## src/rtl/ring_freq_meter.sv

```systemverilog
`default_nettype none
// ============================================================================
// Module      : ring_freq_meter
// Description : Measures a free-running ring oscillator from the system clock
//               domain. The asynchronous ring output passes through a two-flop
//               synchronizer and an edge detector. Rising edges are then
//               counted, with saturation, over a gate window of WINDOW clk
//               cycles. The result is offered on a valid/ready handshake.
//
// Parameters  : WINDOW    gate length in clk cycles (2 .. 2^24)
//               CNT_W     width of the edge counter / count output
//
// Ports       : clk        system clock
//               rst_b      asynchronous active-low reset
//               ring_in    ring oscillator output (asynchronous to clk)
//               start      request a measurement (sampled only when idle)
//               busy       high whenever a measurement or result is pending
//               cnt_valid  result available
//               cnt_ready  consumer accepts the result
//               count      rising edges seen in the last window (saturating)
//               overflow   count saturated during the last window
//
// Revision    : 1.0 - initial release
// ============================================================================
module ring_freq_meter #(
    parameter int WINDOW = 1024,
    parameter int CNT_W  = 16
) (
    input  logic             clk,
    input  logic             rst_b,
    input  logic             ring_in,
    input  logic             start,
    output logic             busy,
    output logic             cnt_valid,
    input  logic             cnt_ready,
    output logic [CNT_W-1:0] count,
    output logic             overflow
);

    localparam int               c_TMR_W    = (WINDOW > 1) ? $clog2(WINDOW) : 1;
    localparam logic [c_TMR_W-1:0] c_TMR_LAST = c_TMR_W'(WINDOW - 1);
    localparam logic [CNT_W-1:0] c_CNT_MAX  = '1;

    localparam logic [1:0] c_ST_IDLE    = 2'd0;
    localparam logic [1:0] c_ST_MEASURE = 2'd1;
    localparam logic [1:0] c_ST_HOLD    = 2'd2;

    logic               r_s1;
    logic               r_s2;
    logic               r_s3;
    logic               w_edge_p;
    logic [1:0]         r_state;
    logic [1:0]         w_state_nxt;
    logic [c_TMR_W-1:0] r_timer;
    logic [CNT_W-1:0]   r_count;
    logic               r_overflow;

    // Synchronizer (r_s1, r_s2) plus history flop r_s3 for edge detection.
    always_ff @(posedge clk or negedge rst_b) begin
        if (!rst_b) begin
            r_s1 <= 1'b0;
            r_s2 <= 1'b0;
            r_s3 <= 1'b0;
        end else begin
            r_s1 <= ring_in;
            r_s2 <= r_s1;
            r_s3 <= r_s2;
        end
    end

    assign w_edge_p = r_s2 & ~r_s3;

    // State register
    always_ff @(posedge clk or negedge rst_b) begin
        if (!rst_b) begin
            r_state <= c_ST_IDLE;
        end else begin
            r_state <= w_state_nxt;
        end
    end

    // Next-state and status outputs
    always_comb begin
        w_state_nxt = r_state;
        busy        = 1'b0;
        cnt_valid   = 1'b0;
        case (r_state)
            c_ST_IDLE: begin
                if (start) begin
                    w_state_nxt = c_ST_MEASURE;
                end
            end
            c_ST_MEASURE: begin
                busy = 1'b1;
                if (r_timer == c_TMR_LAST) begin
                    w_state_nxt = c_ST_HOLD;
                end
            end
            c_ST_HOLD: begin
                busy      = 1'b1;
                cnt_valid = 1'b1;
                if (cnt_ready) begin
                    w_state_nxt = c_ST_IDLE;
                end
            end
            default: begin
                w_state_nxt = c_ST_IDLE;
            end
        endcase
    end

    // Window timer, edge counter and overflow flag. The counter and flag are
    // only cleared by an accepted start, so the last result stays visible in
    // IDLE until the next measurement begins.
    always_ff @(posedge clk or negedge rst_b) begin
        if (!rst_b) begin
            r_timer    <= '0;
            r_count    <= '0;
            r_overflow <= 1'b0;
        end else begin
            case (r_state)
                c_ST_IDLE: begin
                    if (start) begin
                        r_timer    <= '0;
                        r_count    <= '0;
                        r_overflow <= 1'b0;
                    end
                end
                c_ST_MEASURE: begin
                    r_timer <= r_timer + 1'b1;
                    if (w_edge_p) begin
                        if (r_count == c_CNT_MAX) begin
                            r_overflow <= 1'b1;
                        end else begin
                            r_count <= r_count + 1'b1;
                        end
                    end
                end
                default: begin
                end
            endcase
        end
    end

    assign count    = r_count;
    assign overflow = r_overflow;

endmodule
`default_nettype wire

```

## config.mk

```make
export PLATFORM = sky130hd
export DESIGN_NAME = ring_freq_meter
export DESIGN_NICKNAME = d
export VERILOG_FILES = /design/src/rtl/ring_freq_meter.sv
export SDC_FILE = /design/constraint.sdc
export NUM_CORES = 1
export LEC_CHECK = 0
export CAP_MARGIN = 0
export CORE_AREA = 8 8 70 72
export DETAILED_ROUTE_END_ITERATION = 12
export DIE_AREA = 0 0 78 80
export GPL_TIMING_DRIVEN = 0
export PLACE_DENSITY = 0.72
export SYNTH_ARGS = -nofsm -noshare
export SYNTH_HDL_FRONTEND = slang
export SYNTH_SLANG_ARGS = --single-unit
```

## constraint.sdc

```tcl
create_clock -name clk -period 2.13 [get_ports clk]
set_input_delay 0.213 -clock clk [delete_from_list [all_inputs] [get_ports clk]]
set_output_delay 0.213 -clock clk [all_outputs]
set_load 0.03 [all_outputs]
```

==> run_results.csv <==
group,metric,value,unit
outcome,outcome,"finished, violations left",
outcome,violations,"negative hold slack",
critical_path,critPathLaunchType,"flip-flop",
layout,num-nets-final,236,
timing,finalCriticalPeriod,2.12,ns
die,die_w,78,um
logic_synthesis,synthCells,188,
grt,grt_overflow,0,
critical_path,path_class,"flip-flop to flip-flop",
timing,hold_violations,32,
logic_synthesis,synth_cell_types,40,
layout,area_growth,30.9,%
layout,n_antenna_cell,0,
layout,drive_above_1_share,15.0,%
critical_path,rrSetupSlack,0.009,ns
timing,hold_slack,-0.0249,ns
timing,slew_viol_final,0,
routing,drt_iter0_markers,165,
logic_synthesis,syn_nets,198,
routing,via_per_inst,5.97,
logic_synthesis,synth_area_leaders,"dfrtp_1 45%, nand2_1 4.0%, ha_1 3.5%",
placement,routabilityCongestion,0.792,
logic_synthesis,synth_top_area_share,45.3,%
logic_synthesis,netlist_area,0.00177,sq mm
grt,grt_pass1_vias,1550,
clock_network,cts_max_level,2,
die,die_y,80,um
critical_path,max_stage_delay,0.51,ns
clock_network,root_buffer,"clkbuf_8",
clock_network,path_clk_slew,0.07,ns
logic_synthesis,synth_edf_count,0,
logic_synthesis,synth_seq_cells,32,
timing,tns,0,ns
die,rows,23,
timing,fmax,472,MHz
die,die_area,0.00624,sq mm
die,start_util,45.9,%
layout,design_area,0.00232,sq mm
grt,antenna_found_initial,0,
grt,grt_pass1_wl,7.39,mm
timing,fin_skew,0.00613,ns
pwr,p_total,2.49,mW
die,io_pins,24,
routing,drc,0,
routing,ant_nets,0,
pwr,ir_drop,0.000634,V
timing,setup_violations,0,
critical_path,slowest_stage,"or4_1",
routing,wl_per_cell,16.3,um
logic_synthesis,yosysWarnings,0,
timing,tightestPinTransition,0.711,ns
timing,rsz0062_at_grt,"yes",
logic_synthesis,yosysTopAreaCell,"dfrtp_1",
logic_synthesis,ys_seq_area_share,45.3,%
placement,dpl.hpwl,3.02,mm
grt,grt_max_degree,33,
clock_network,tritoncts,"yes",
min_path,hold_class,"primary input to asynchronous set/reset pin",
critical_path,arrival,2.32,ns
run,cap_violations,0,
placement,place_area,0.00206,sq mm
pwr,p_leak,0.925,nW
die,core_region_area,0.00386,sq mm
critical_path,end_kind,"flip-flop",
clock_network,cts.path.max_buffers,2,
critical_path,worst-path-buf-inv,2,
logic_synthesis,synth.avg_cell_area,9.41,sq um
critical_path,cp_max_fo,7,
routing,drt_wl_total,4.52,mm
clock_network,cts_buffers,5,
timing,setup_slack,0.00931,ns
critical_path,worstPathRequired,2.33,ns
critical_path,cpLargestDelayFamily,"simple AND/OR/NAND/NOR gates",
logic_synthesis,postSynth.asyncResetShare,100,%
routing,vias,1654,
routing,drt_first_pass_iters,4,
clock_network,cts_sinks,32,
timing,max_slew_margin,52.6,%
clock_network,clk_latency,0.28,ns
placement,port_buffers,23,
pwr,power_density,1080,mW/mm^2
logic_synthesis,synth_ff_type,"dfrtp_1",
grt,grt_use_total,14.6,%
placement,dp_slack,-0.284,ns
critical_path,crit_chain,"inv_2, ha_4, mux2i_4, or3b_1, buf_6, or4_1, o211ai_1",
timing,period_share,99.6,%
## metal layers
metal | vias up | GRT usage (%) | routed length, um
met5 | - | 0 | 0
met4 | 0 | 5.93 | 73
met3 | 11 | 3.83 | 341
met2 | 68 | 23.3 | 2150
met1 | 801 | 18.4 | 1950
li1 | 774 | - | -
## Yosys cell counts, types with 5 or more instances
master / count
xnor2_1: 7
nor3_1: 6
ha_1: 5
nor4_1: 5
a31oi_1: 6
nor2_1: 14
nand3_1: 8
nand2_1: 19
or3_1: 5
o21ai_0: 8
nand4_1: 9
inv_1: 10
dfrtp_1: 32
nand2b_1: 5
a21oi_1: 6
## cell type report
class                   count  area, sq um
multi-input cells         139          976
flip-flops and latches     32          803
repair buffers             31          285
clock buffers               6         72.6
inverters                  10         37.5
well taps                  50         62.6
fillers                   331         1540
plain buffers               7         43.8
clock inverters             2         35.0
## layout by cell type (no fill, tap or decap), types with 6 or more instances in the layout
cell,count
a21oi_1,6
a31oi_1,6
buf_4,8
clkdlybuf4s50_1,22
dfrtp_1,30
inv_1,8
nand2_1,19
nand3_1,8
nand4_1,9
nor2_1,14
o21ai_0,8
xnor2_1,7
## repair_timing
action,CTS,global route
pin swaps,1,2
resized for setup,12,8
setup buffers,4,4
endpoints found under the setup margin,16,12
hold buffers,0,0
cloned,0,0
## kinds of logic after synthesis
family | share of synthesized area [%]
AND/OR/NAND/NOR | 24.4
AO/OA/AOI/OAI | 16.6
flip-flops | 45.3
adder cells (fa/ha/maj) | 3.54
buffers and inverters | 3.89
multiplexers | 1.91
XOR/XNOR | 4.46
## report_power, final
| part | total (mW) | internal (mW) | switching, mW | leakage [nW] |
|---|---|---|---|---|
| registers | 0.842 | 0.707 | 0.135 | 0.420 |
| clock network | 0.575 | 0.347 | 0.228 | 0.0552 |
| logic | 1.07 | 0.430 | 0.645 | 0.449 |
| total | 2.49 | 1.48 | 1.01 | 0.925 |
## through the flow
stage / cells / util (%) / hold WS, ns
floorplan: 188 / - / -0.0826
global placement: 261 / 53.5 / 0.332
detailed placement: 261 / 53.3 / 0.308
CTS: 273 / 58.3 / 0.00664
global route: 277 / 60.1 / 0.0455
finish: 277 / 60.1 / -0.0249
## flip-flops by register name (all words and copies together), names as in the netlist
signal	cells
count	16
r_timer	10
r_state	2
overflow	1
r_s1	1
r_s2	1
r_s3	1
## path summary, 6_finish.rpt
check	start	to	cells past startpoint
setup / recovery	r_state[0]	count[5]	7
hold / removal	rst_b	count[10]	1
setup reg to reg	r_state[0]	count[5]	7
max in group asynchronous	rst_b	count[1]	1
hold reg to reg	r_s1	r_s2	0
min in group clk	r_s1	r_s2	0
No activity file was read; power rests on OpenSTA's default activity.
